**src/rtl/uart_json_tx_if.sv**
```systemverilog
// ----------------------------------------------------------------------------
// uart_json_tx_if
// Byte handshake between the command translator (producer) and the UART JSON
// transmitter (consumer). A byte moves on a clock edge where both
// byte_valid and byte_ready are high.
//
//   byte_in     producer -> consumer  8-bit ASCII byte
//   byte_valid  producer -> consumer  byte_in is valid this cycle
//   byte_ready  consumer -> producer  consumer can accept a byte
// ----------------------------------------------------------------------------
interface uart_json_tx_if;
  logic [7:0] byte_in;
  logic       byte_valid;
  logic       byte_ready;

  modport master (output byte_in, output byte_valid, input  byte_ready);
  modport slave  (input  byte_in, input  byte_valid, output byte_ready);
endinterface

```
**src/rtl/uart_json_tx.sv**
```systemverilog
// ----------------------------------------------------------------------------
// uart_json_tx
// Buffers the ASCII JSON bytes produced by the command translator in a byte
// FIFO and serialises them as UART 8N1 (LSB first) to the motor controller.
// Frames are sent back-to-back, with no idle gap, while the FIFO holds data.
//
// Parameters
//   CLKS_PER_BIT  clk cycles per UART bit (>= 2)
//   FIFO_DEPTH    FIFO entries (power of 2)
//
// Ports
//   clk         system clock, rising edge
//   reset       synchronous, active-high; aborts any frame and flushes FIFO
//   in_if       slave side of the byte handshake (byte_in/valid/ready)
//   tx          UART serial line, registered, idle high
//   busy        FIFO non-empty or a frame in progress
//   fifo_count  bytes stored in the FIFO (excludes the byte being sent)
// ----------------------------------------------------------------------------
module uart_json_tx #(
  parameter int CLKS_PER_BIT = 868,
  parameter int FIFO_DEPTH   = 32
) (
  input  logic                        clk,
  input  logic                        reset,
  uart_json_tx_if.slave               in_if,
  output logic                        tx,
  output logic                        busy,
  output logic [$clog2(FIFO_DEPTH):0] fifo_count
);

  localparam int AW = $clog2(FIFO_DEPTH);
  localparam int CW = AW + 1;
  localparam int BW = (CLKS_PER_BIT > 1) ? $clog2(CLKS_PER_BIT) : 1;

  localparam logic [BW-1:0] BAUD_LAST  = BW'(CLKS_PER_BIT - 1);
  localparam logic [CW-1:0] FULL_COUNT = CW'(FIFO_DEPTH);

  typedef enum logic [1:0] {
    S_IDLE,
    S_START,
    S_DATA,
    S_STOP
  } state_t;

  // --------------------------------------------------------------------------
  // Byte FIFO
  // --------------------------------------------------------------------------
  logic [7:0]    mem [FIFO_DEPTH];
  logic [AW-1:0] wr_ptr;
  logic [AW-1:0] rd_ptr;
  logic [CW-1:0] count;
  logic          full;
  logic          empty;
  logic          push;
  logic          pop;

  assign full  = (count == FULL_COUNT);
  assign empty = (count == '0);

  // Ready looks only at the stored count, not at a pop on the same edge, so
  // a producer stalled on a full FIFO is accepted the cycle after a pop.
  assign in_if.byte_ready = !reset && !full;
  assign push             = in_if.byte_valid && in_if.byte_ready;

  // NOTE: the storage array has no reset; pointers and count alone decide
  // which entries are valid, so clearing it would only cost flops.
  always_ff @(posedge clk) begin
    if (push) begin
      mem[wr_ptr] <= in_if.byte_in;
    end
  end

  // NOTE: every sequential process uses non-blocking assignments so that all
  // registers update together from the values present before the edge.
  always_ff @(posedge clk) begin
    if (reset) begin
      wr_ptr <= '0;
      rd_ptr <= '0;
      count  <= '0;
    end else begin
      // Power-of-2 depth: pointers wrap naturally.
      if (push) wr_ptr <= wr_ptr + AW'(1);
      if (pop)  rd_ptr <= rd_ptr + AW'(1);
      case ({push, pop})
        2'b10:   count <= count + CW'(1);
        2'b01:   count <= count - CW'(1);
        default: ;
      endcase
    end
  end

  // --------------------------------------------------------------------------
  // Serialiser FSM
  // --------------------------------------------------------------------------
  state_t        state,     state_n;
  logic [BW-1:0] baud_cnt,  baud_cnt_n;
  logic [2:0]    bit_idx,   bit_idx_n;
  logic [7:0]    shift_reg, shift_reg_n;
  logic          tx_q,      tx_n;

  always_ff @(posedge clk) begin
    if (reset) begin
      state     <= S_IDLE;
      baud_cnt  <= '0;
      bit_idx   <= '0;
      shift_reg <= '0;
      tx_q      <= 1'b1;
    end else begin
      state     <= state_n;
      baud_cnt  <= baud_cnt_n;
      bit_idx   <= bit_idx_n;
      shift_reg <= shift_reg_n;
      tx_q      <= tx_n;
    end
  end

  // tx_n is the line level for the cycle after the edge, so the registered
  // tx only ever changes at a bit boundary.
  always_comb begin
    // NOTE: every output of this block is defaulted first; any path that
    // leaves one unassigned would otherwise infer a latch.
    state_n     = state;
    baud_cnt_n  = baud_cnt;
    bit_idx_n   = bit_idx;
    shift_reg_n = shift_reg;
    tx_n        = tx_q;
    pop         = 1'b0;

    case (state)
      S_IDLE: begin
        tx_n = 1'b1;
        if (!empty) begin
          pop         = 1'b1;
          shift_reg_n = mem[rd_ptr];
          baud_cnt_n  = '0;
          tx_n        = 1'b0;
          state_n     = S_START;
        end
      end

      S_START: begin
        if (baud_cnt == BAUD_LAST) begin
          baud_cnt_n = '0;
          bit_idx_n  = 3'd0;
          tx_n       = shift_reg[0];
          state_n    = S_DATA;
        end else begin
          baud_cnt_n = baud_cnt + BW'(1);
        end
      end

      S_DATA: begin
        if (baud_cnt == BAUD_LAST) begin
          baud_cnt_n = '0;
          if (bit_idx == 3'd7) begin
            tx_n    = 1'b1;
            state_n = S_STOP;
          end else begin
            bit_idx_n = bit_idx + 3'd1;
            tx_n      = shift_reg[bit_idx + 3'd1];
          end
        end else begin
          baud_cnt_n = baud_cnt + BW'(1);
        end
      end

      S_STOP: begin
        if (baud_cnt == BAUD_LAST) begin
          baud_cnt_n = '0;
          // Chain straight into the next start bit when data is waiting.
          if (!empty) begin
            pop         = 1'b1;
            shift_reg_n = mem[rd_ptr];
            tx_n        = 1'b0;
            state_n     = S_START;
          end else begin
            tx_n    = 1'b1;
            state_n = S_IDLE;
          end
        end else begin
          baud_cnt_n = baud_cnt + BW'(1);
        end
      end

      default: begin
        tx_n    = 1'b1;
        state_n = S_IDLE;
      end
    endcase
  end

  assign tx         = tx_q;
  assign busy       = (state != S_IDLE) || !empty;
  assign fifo_count = count;

endmodule
```
**src/flat_wrapper.sv**
```systemverilog
// flat-port wrapper written by rule: the top's interface ports become plain ports
module uart_json_tx_flat 
#(
  parameter int CLKS_PER_BIT = 868,
  parameter int FIFO_DEPTH   = 32
)
  (clk, reset, tx, busy, fifo_count, in_if_byte_in, in_if_byte_valid, in_if_byte_ready);
  uart_json_tx_if in_if_i ();
  input  logic clk;
  input  logic reset;
  output logic tx;
  output logic busy;
  output logic [$clog2(FIFO_DEPTH):0] fifo_count;
  input wire logic [$bits(in_if_i.byte_in)-1:0] in_if_byte_in;
  input wire logic [$bits(in_if_i.byte_valid)-1:0] in_if_byte_valid;
  output wire logic [$bits(in_if_i.byte_ready)-1:0] in_if_byte_ready;
  assign in_if_i.byte_in = in_if_byte_in;
  assign in_if_i.byte_valid = in_if_byte_valid;
  assign in_if_byte_ready = in_if_i.byte_ready;
  uart_json_tx #(.CLKS_PER_BIT(CLKS_PER_BIT), .FIFO_DEPTH(FIFO_DEPTH)) u_core (.clk(clk), .reset(reset), .in_if(in_if_i), .tx(tx), .busy(busy), .fifo_count(fifo_count));
endmodule
```
**config.mk**
```make
export PLATFORM = sky130hd
export DESIGN_NAME = uart_json_tx_flat
export DESIGN_NICKNAME = d
export VERILOG_FILES = /design/src/rtl/uart_json_tx_if.sv /design/src/rtl/uart_json_tx.sv /design/src/flat_wrapper.sv
export SDC_FILE = /design/constraint.sdc
export NUM_CORES = 1
export LEC_CHECK = 0
export BUFFER_PORTS_ARGS = -buffer_cell sky130_fd_sc_hd__buf_2
export CAP_MARGIN = 5
export CORE_UTILIZATION = 67
export DETAILED_ROUTE_END_ITERATION = 8
export PLACE_DENSITY = 0.86
export SYNTH_ARGS = -nofsm -noshare
export SYNTH_HDL_FRONTEND = slang
export SYNTH_SLANG_ARGS = --single-unit
export TNS_END_PERCENT = 5
```
**constraint.sdc**
```tcl
create_clock -name clk -period 8.45 [get_ports clk]
set_clock_uncertainty 0.2 [all_clocks]
set_input_delay 1.2675 -clock clk [delete_from_list [all_inputs] [get_ports clk]]
set_output_delay 1.2675 -clock clk [all_outputs]
set_load 0.1 [all_outputs]
```
Yosys cells after proc, flatten, opt, wreduce, memory -nomap -nowiden --
Memories as Yosys holds them, arrays and structs flattened. A register that Yosys moved wholly into a read port is not among the register bits. Index checks and enable logic that the tools add are counted.
Word-level totals: logic and storage cells 80, input bits 11, memories kept 1, output and inout port bits 9, bits in writable memories 256, flip-flop bits (word level) 40
Cells by class: add/sub/neg operators 6, equal/unequal tests 14, magnitude comparators 1, mux-type cells 33, reductions and logical operators 17
Memory list:
- u_core.mem | words 32, bits a word 8, rd ports 1, clocked after Yosys merged registers in 1, wr ports 1, line uart_json_tx.sv:48 | logic [7:0] mem [FIFO_DEPTH];
Operator list (number):
- 2-to-1 mux 10 bit | 2
- case mux 10 bit (2 select lines) | 1
- 2-to-1 mux 8 bit | 2
- case mux 8 bit (2 select lines) | 1
- case mux 6 bit (2 select lines) | 1
- 2-to-1 mux 1 bit | 11
- adder 10 x 1 -> 10 bit, second input constant | 1
- adder 5 x 1 -> 5 bit, second input constant | 2
- equality test 10 bit, second input constant | 1
- 2-to-1 mux 2 bit | 5
- 2-to-1 mux 5 bit | 2
- 2-to-1 mux 3 bit | 3
- inequality test 2 x 1 -> 1 bit, second input constant | 4
- case mux 2 bit (4 select lines) | 1
- nonzero test 2 bit | 4
- adder 6 x 1 -> 6 bit, second input constant | 1
- equality test 2 bit, second input constant | 3
- equality test 6 bit, second input constant | 1
- zero test 6 bit | 1
- case mux 3 bit (2 select lines) | 1
- subtractor 6 x 1 -> 6 bit, second input constant | 1
- AND reduction 5 bit | 1
- equality test 2 x 1 -> 1 bit, second input constant | 2
- < comparator 3 x 4 -> 1 bit, second input constant | 1
- 14 further kinds | 18

Depth between registers and ports, before layout --
depth in word-level cells 6, gate-level depth with buffers 13, mapped depth without buffers 11

Worst setup path after synthesis --
No wires, ideal clock.
path type input to output, start in reset, end out in_if_byte_ready, stages on the path 3, setup slack 3.783 ns, required time 6.983 ns, arrival time 3.200 ns, path buffers 2, path through clkbuf_1 -> buf_1 -> a31oi_1
On the way: cells in the longest elaborated chain, start to end 2
Ends and longest elaborated chain:
- start: declaration | line flat_wrapper.sv:10 | input logic reset;
- zero test 1 bit | line uart_json_tx.sv:62 | assign in_if.byte_ready = !reset && !full;
- logical AND 1 bit | line uart_json_tx.sv:62
- end: declaration | line flat_wrapper.sv:16 | output wire logic [$bits(in_if_i.byte_ready)-1:0] in_if_byte_ready;
No other way between the ends.

Worst setup path in the final report --
start in reset, end reg u_core.count[4], in the netlist u_core.fifo_count[4]
On the way: cells in the longest elaborated chain, start to end 5, elaborated cells on any way between the ends 7, those cells by class 2 x eq/ne; 1 x mux; 4 x reduce/logical
Ends and longest elaborated chain:
- zero test 1 bit | line uart_json_tx.sv:62
- logical AND 1 bit | line uart_json_tx.sv:62
- logical AND 1 bit | line uart_json_tx.sv:63 | assign push = in_if.byte_valid && in_if.byte_ready;
- equality test 2 x 1 -> 1 bit / equality test 2 bit (equally long branches) | line uart_json_tx.sv:84 | case ({push, pop})
- case mux 6 bit (2 select lines) / nonzero test 2 bit (equally long branches)
- end signal: assignment | line uart_json_tx.sv:85 | 2'b10: count <= count + CW'(1);
- end signal: assignment | line uart_json_tx.sv:86 | 2'b01: count <= count - CW'(1);
- end: declaration | line uart_json_tx.sv:51 | logic [CW-1:0] count;
Parallel ways exist; a longest one is shown, timed or not. A chain may end at the register's enable or synchronous reset.

==> flow_summary_export.csv <==
group,metric,value,unit
yosys,synth_adder_area_share,1.432,%
setup_path,rrSetupSlack,4.39,ns
pwr,intPower,2.807,mW
yosys,syn_nets,705,
setup_path,startpoint_type,"primary input",
floorplanning,rows,49,
run,maxCapViolations,0,
sta,finalSetupTns,0,ns
sta,slew_viol_final,0,
grt,grt_max_degree,65,
floorplanning,ioPinCount,20,
layout,largest_register_ffs,256,
setup_path,crit_path_end_kind,"flop",
grt,grt_pass1_wl,40.20,mm
pwr,switchingPower,1.296,mW
yosys,synth.mux.area_fraction,16.53,%
pwr,p_comb_share,26.4,%
setup_path,cp_top_family,"compound AO/OA/AOI/OAI gates",
pwr,leakage,4.242,nW
sta,worst_pin_slew,1.176,ns
yosys,synthDistinctLibCells,56,
setup_path,r2r-start,"u_core.fifo_count[1]",
floorplanning,fp.dieArea,18800,um2
clock_network,cts_tree,"done",
placement,dp_hpwl,14.90,mm
yosys,synth_top_family_by_area,"multiplexers",
drt,via_count,6623,
sta,final-hold-violation-count,0,
clock_network,path_clk_slew,0.06,ns
min_path,worstHoldStart,"u_core.bit_idx[2]",
grt,grt_antenna_before_repair,1,
sta,setup_viol,0,
min_path,hold_path_end,"u_core.bit_idx[2]",
setup_path,cp_max_fo,49,
clock_network,cts_buffers,29,
grt,track_usage,29.94,%
sta,finalCriticalPeriod,4.676,ns
placement,post_dp_cell_area,12440,um2
layout,drive_gt1_share,21.84,%
floorplanning,core_area,17900,um2
clock_network,clock_sinks,301,
drt,finalWirelength,26.67,mm
pwr,power_frac_seq,42.1,%
pwr,peakVddDrop,0.0004159,V
floorplanning,dieWidth,137.1,um
clock_network,clockBufferDepth,3,
setup_path,r2r_cells,10,
sta,maxSlewHeadroom,21.22,%
layout,synthToLayoutAreaGrowth,9.552,%
pwr,power-per-cell-area,306.1,nW/um2
yosys,yosys.area_share.simple,5.983,%
grt,grt_pass1_vias,6561,
yosys,synth_cells,680,
yosys,yosysSeqAreaShare,70.20,%
drt,vias_per_cell,6.979,
floorplanning,initial_core_util,68.34,%
yosys,synth_xor_area_share,0.7875,%
setup_path,crit_type,"primary input to flop",
status,status,"finished, final reports clean",
clock_network,cts_root_buf,"clkbuf_16",
yosys,yosysWarnings,0,
clock_network,clk_latency,0.55,ns
grt,grt_overflow,0,
drt,drt_pass1_iterations,5,
clock_network,cts_hold_buffers,0,
clock_network,htreeDepth,1,
yosys,ys_ff_latch,301,
setup_path,cp.arrival,4.91,ns
yosys,async_flop_share,0,%
setup_path,startpoint,"reset",
sta,period_share,55.34,%
drt,ant_nets,0,
pwr,switching_share,31.59,%
placement,portBuffers,19,
clock_network,cts_setup_buffers,0,
setup_path,r2r-end,"u_core.fifo_count[4]",
placement,place.gp.congestion,0.8551,
yosys,synth_edf_count,256,
min_path,hold_class,"flop to flop",
pwr,power,4.103,mW
layout,nets,721,
min_path,min_path_cells,2,
drt,drc,0,
yosys,avgSynthCellArea,17.99,um2
layout,fin_area,13400,um2
drt,wire_per_inst,28.10,um
sta,rsz0062_at_grt,"false",
yosys,synth_compound_area_share,3.252,%
setup_path,cp.buffers_inverters,2,
setup_path,critPathMaxStageDelay,0.86,ns
sta,max_clock_freq,213.8,MHz
pwr,clockPowerShare,31.6,%
drt,dr.first_iter.drc_count,680,
setup_path,worst-path-stages,11,
floorplanning,die_h,137.1,um
yosys,syn_area,12230,um2
yosys,synth-main-ff-cell,"edfxtp_1",
setup_path,slowest_stage,"a31oi_1",
clock_network,cts_resized,0,
setup_path,crit_chain,"buf_2, nand2b_1, a31oi_1, inv_1, ha_1, xor2_1, ha_1, a2111oi_0, a41oi_1, a41oi_1, mux2_1",
setup_path,critical_path_required,8.68,ns
-- power by group through the flow --
| stage | registers (mW) | logic, mW | clock network (mW) |
|---|---|---|---|
| floorplan | 1.82 | 0.769 | 0 |
| global placement | 1.75 | 1.02 | 0 |
| detailed placement | 1.75 | 1.05 | 0 |
| CTS | 1.73 | 1.07 | 1.30 |
| global route | 1.73 | 1.15 | 1.35 |
| finish | 1.73 | 1.08 | 1.30 |
-- cells in the mapped netlist (2+ instances only) --
library cell  number  area [um2]
edfxtp_1         256        7687
mux4_2            82        1847
nor2_1            80       300.3
dfxtp_1           45       900.9
nand2_1           22       82.58
clkbuf_1          19       71.32
a21oi_1           16       80.08
ha_1              14       175.2
mux2i_1           13       130.1
a211oi_1           9       67.56
inv_1              8       30.03
xor2_1             8       70.07
buf_2              7       35.03
buf_6              6       67.56
nor2b_1            6       37.54
a21o_1             5       37.54
and3_1             5       31.28
nand3b_1           5       37.54
nand4_1            5       31.28
nor3_1             5       25.02
o21ai_1            5       25.02
nand3_1            4       20.02
a41oi_1            3       26.28
buf_1              3       11.26
mux2_1             3       33.78
o21ai_0            3       15.01
xnor2_1            3       26.28
a22oi_1            2       15.01
a311oi_1           2       17.52
a31oi_1            2       12.51
and3b_1            2       17.52
nand2b_1           2       12.51
nand4b_1           2       17.52
nor3_2             2       20.02
nor4_1             2       12.51
o21bai_1           2       15.01
or3_1              2       12.51
or3b_2             2       17.52
-- worst register-to-register path, stage by stage, from the launching register on --
cell and delay, ns:
dfxtp_1 0.56, nor2_1 0.15, a31oi_1 0.96, inv_1 0.17
ha_1 0.40, xor2_1 0.21, ha_1 0.24, a2111oi_0 0.40
a41oi_1 0.08, a41oi_1 0.23, mux2_1 0.35
-- how the worst max path moves through the flow --
stage,endpoint
detailed placement,u_core.fifo_count[4]
global route,u_core.fifo_count[4]
finish,u_core.fifo_count[4]
floorplan,in_if_byte_ready
global placement,u_core.fifo_count[4]
CTS,u_core.fifo_count[4]
-- logic make-up after synthesis --
family,after synthesis
flops,301
fa+ha+maj,14
xor+xnor,11
compound gates,58
buf+inv,44
mux,99
simple gates,153
-- layout make-up --
cell class                 instances  area (um2)
timing repair buffer              21       110.1
antenna                            1       2.502
inverter                           8       30.03
tap                              229       286.5
sequential                       301        8593
fill                             977        4499
clock buffer                      37       775.7
clock inverter                    17       181.4
multi-input combinational        335        3423
-- routing by layer --
layer / vias to the layer above / share of wire [%] / track usage, %
met5: - / 0.030 / 0
met4: 2 / 1.9 / 6.349
met3: 50 / 8.1 / 5.000
met2: 423 / 51 / 50.53
met1: 3397 / 39 / 41.68
li1: 2751 / - / -
-- layout by cell type, fill, tap and decap left out, drive strengths merged, types with 2 or more instances in the layout --
cell and count:
nor2 81, nand3 4, nor3b 2, bufinv 3
a31oi 2, buf 21, mux2 4, o21ai 8
a311oi 2, nand2 22, a21oi 16, or2 2
dfxtp 45, a211oi 9, and3b 2, mux2i 13
xnor2 3, or3 2, edfxtp 256, a22oi 2
a41oi 4, o21bai 2, or3b 2, nor4 2
clkbuf 37, nand4b 2, a21o 5, inv 11
nand4 5, nor2b 6, mux4 82, nand2b 2
nand3b 5, clkinv 10, and3 5, nor3 7
ha 14, xor2 8
-- metrics by stage --
| stage | hold WS [ns] | utilization, % | setup slack, ns | std cells |
|---|---|---|---|---|
| after global routing | 0.2953 | 74.85 | 3.599 | 948 |
| final | 0.2674 | 74.87 | 3.774 | 949 |
| after CTS | 0.2681 | 74.85 | 3.870 | 948 |
| after detailed placement | 0.2611 | 69.51 | 3.471 | 894 |
| after floorplan | 0.2356 | - | 3.783 | 680 |
| after global placement | 0.2461 | 69.51 | 3.603 | 894 |
(Power assumes the default switching activity.)
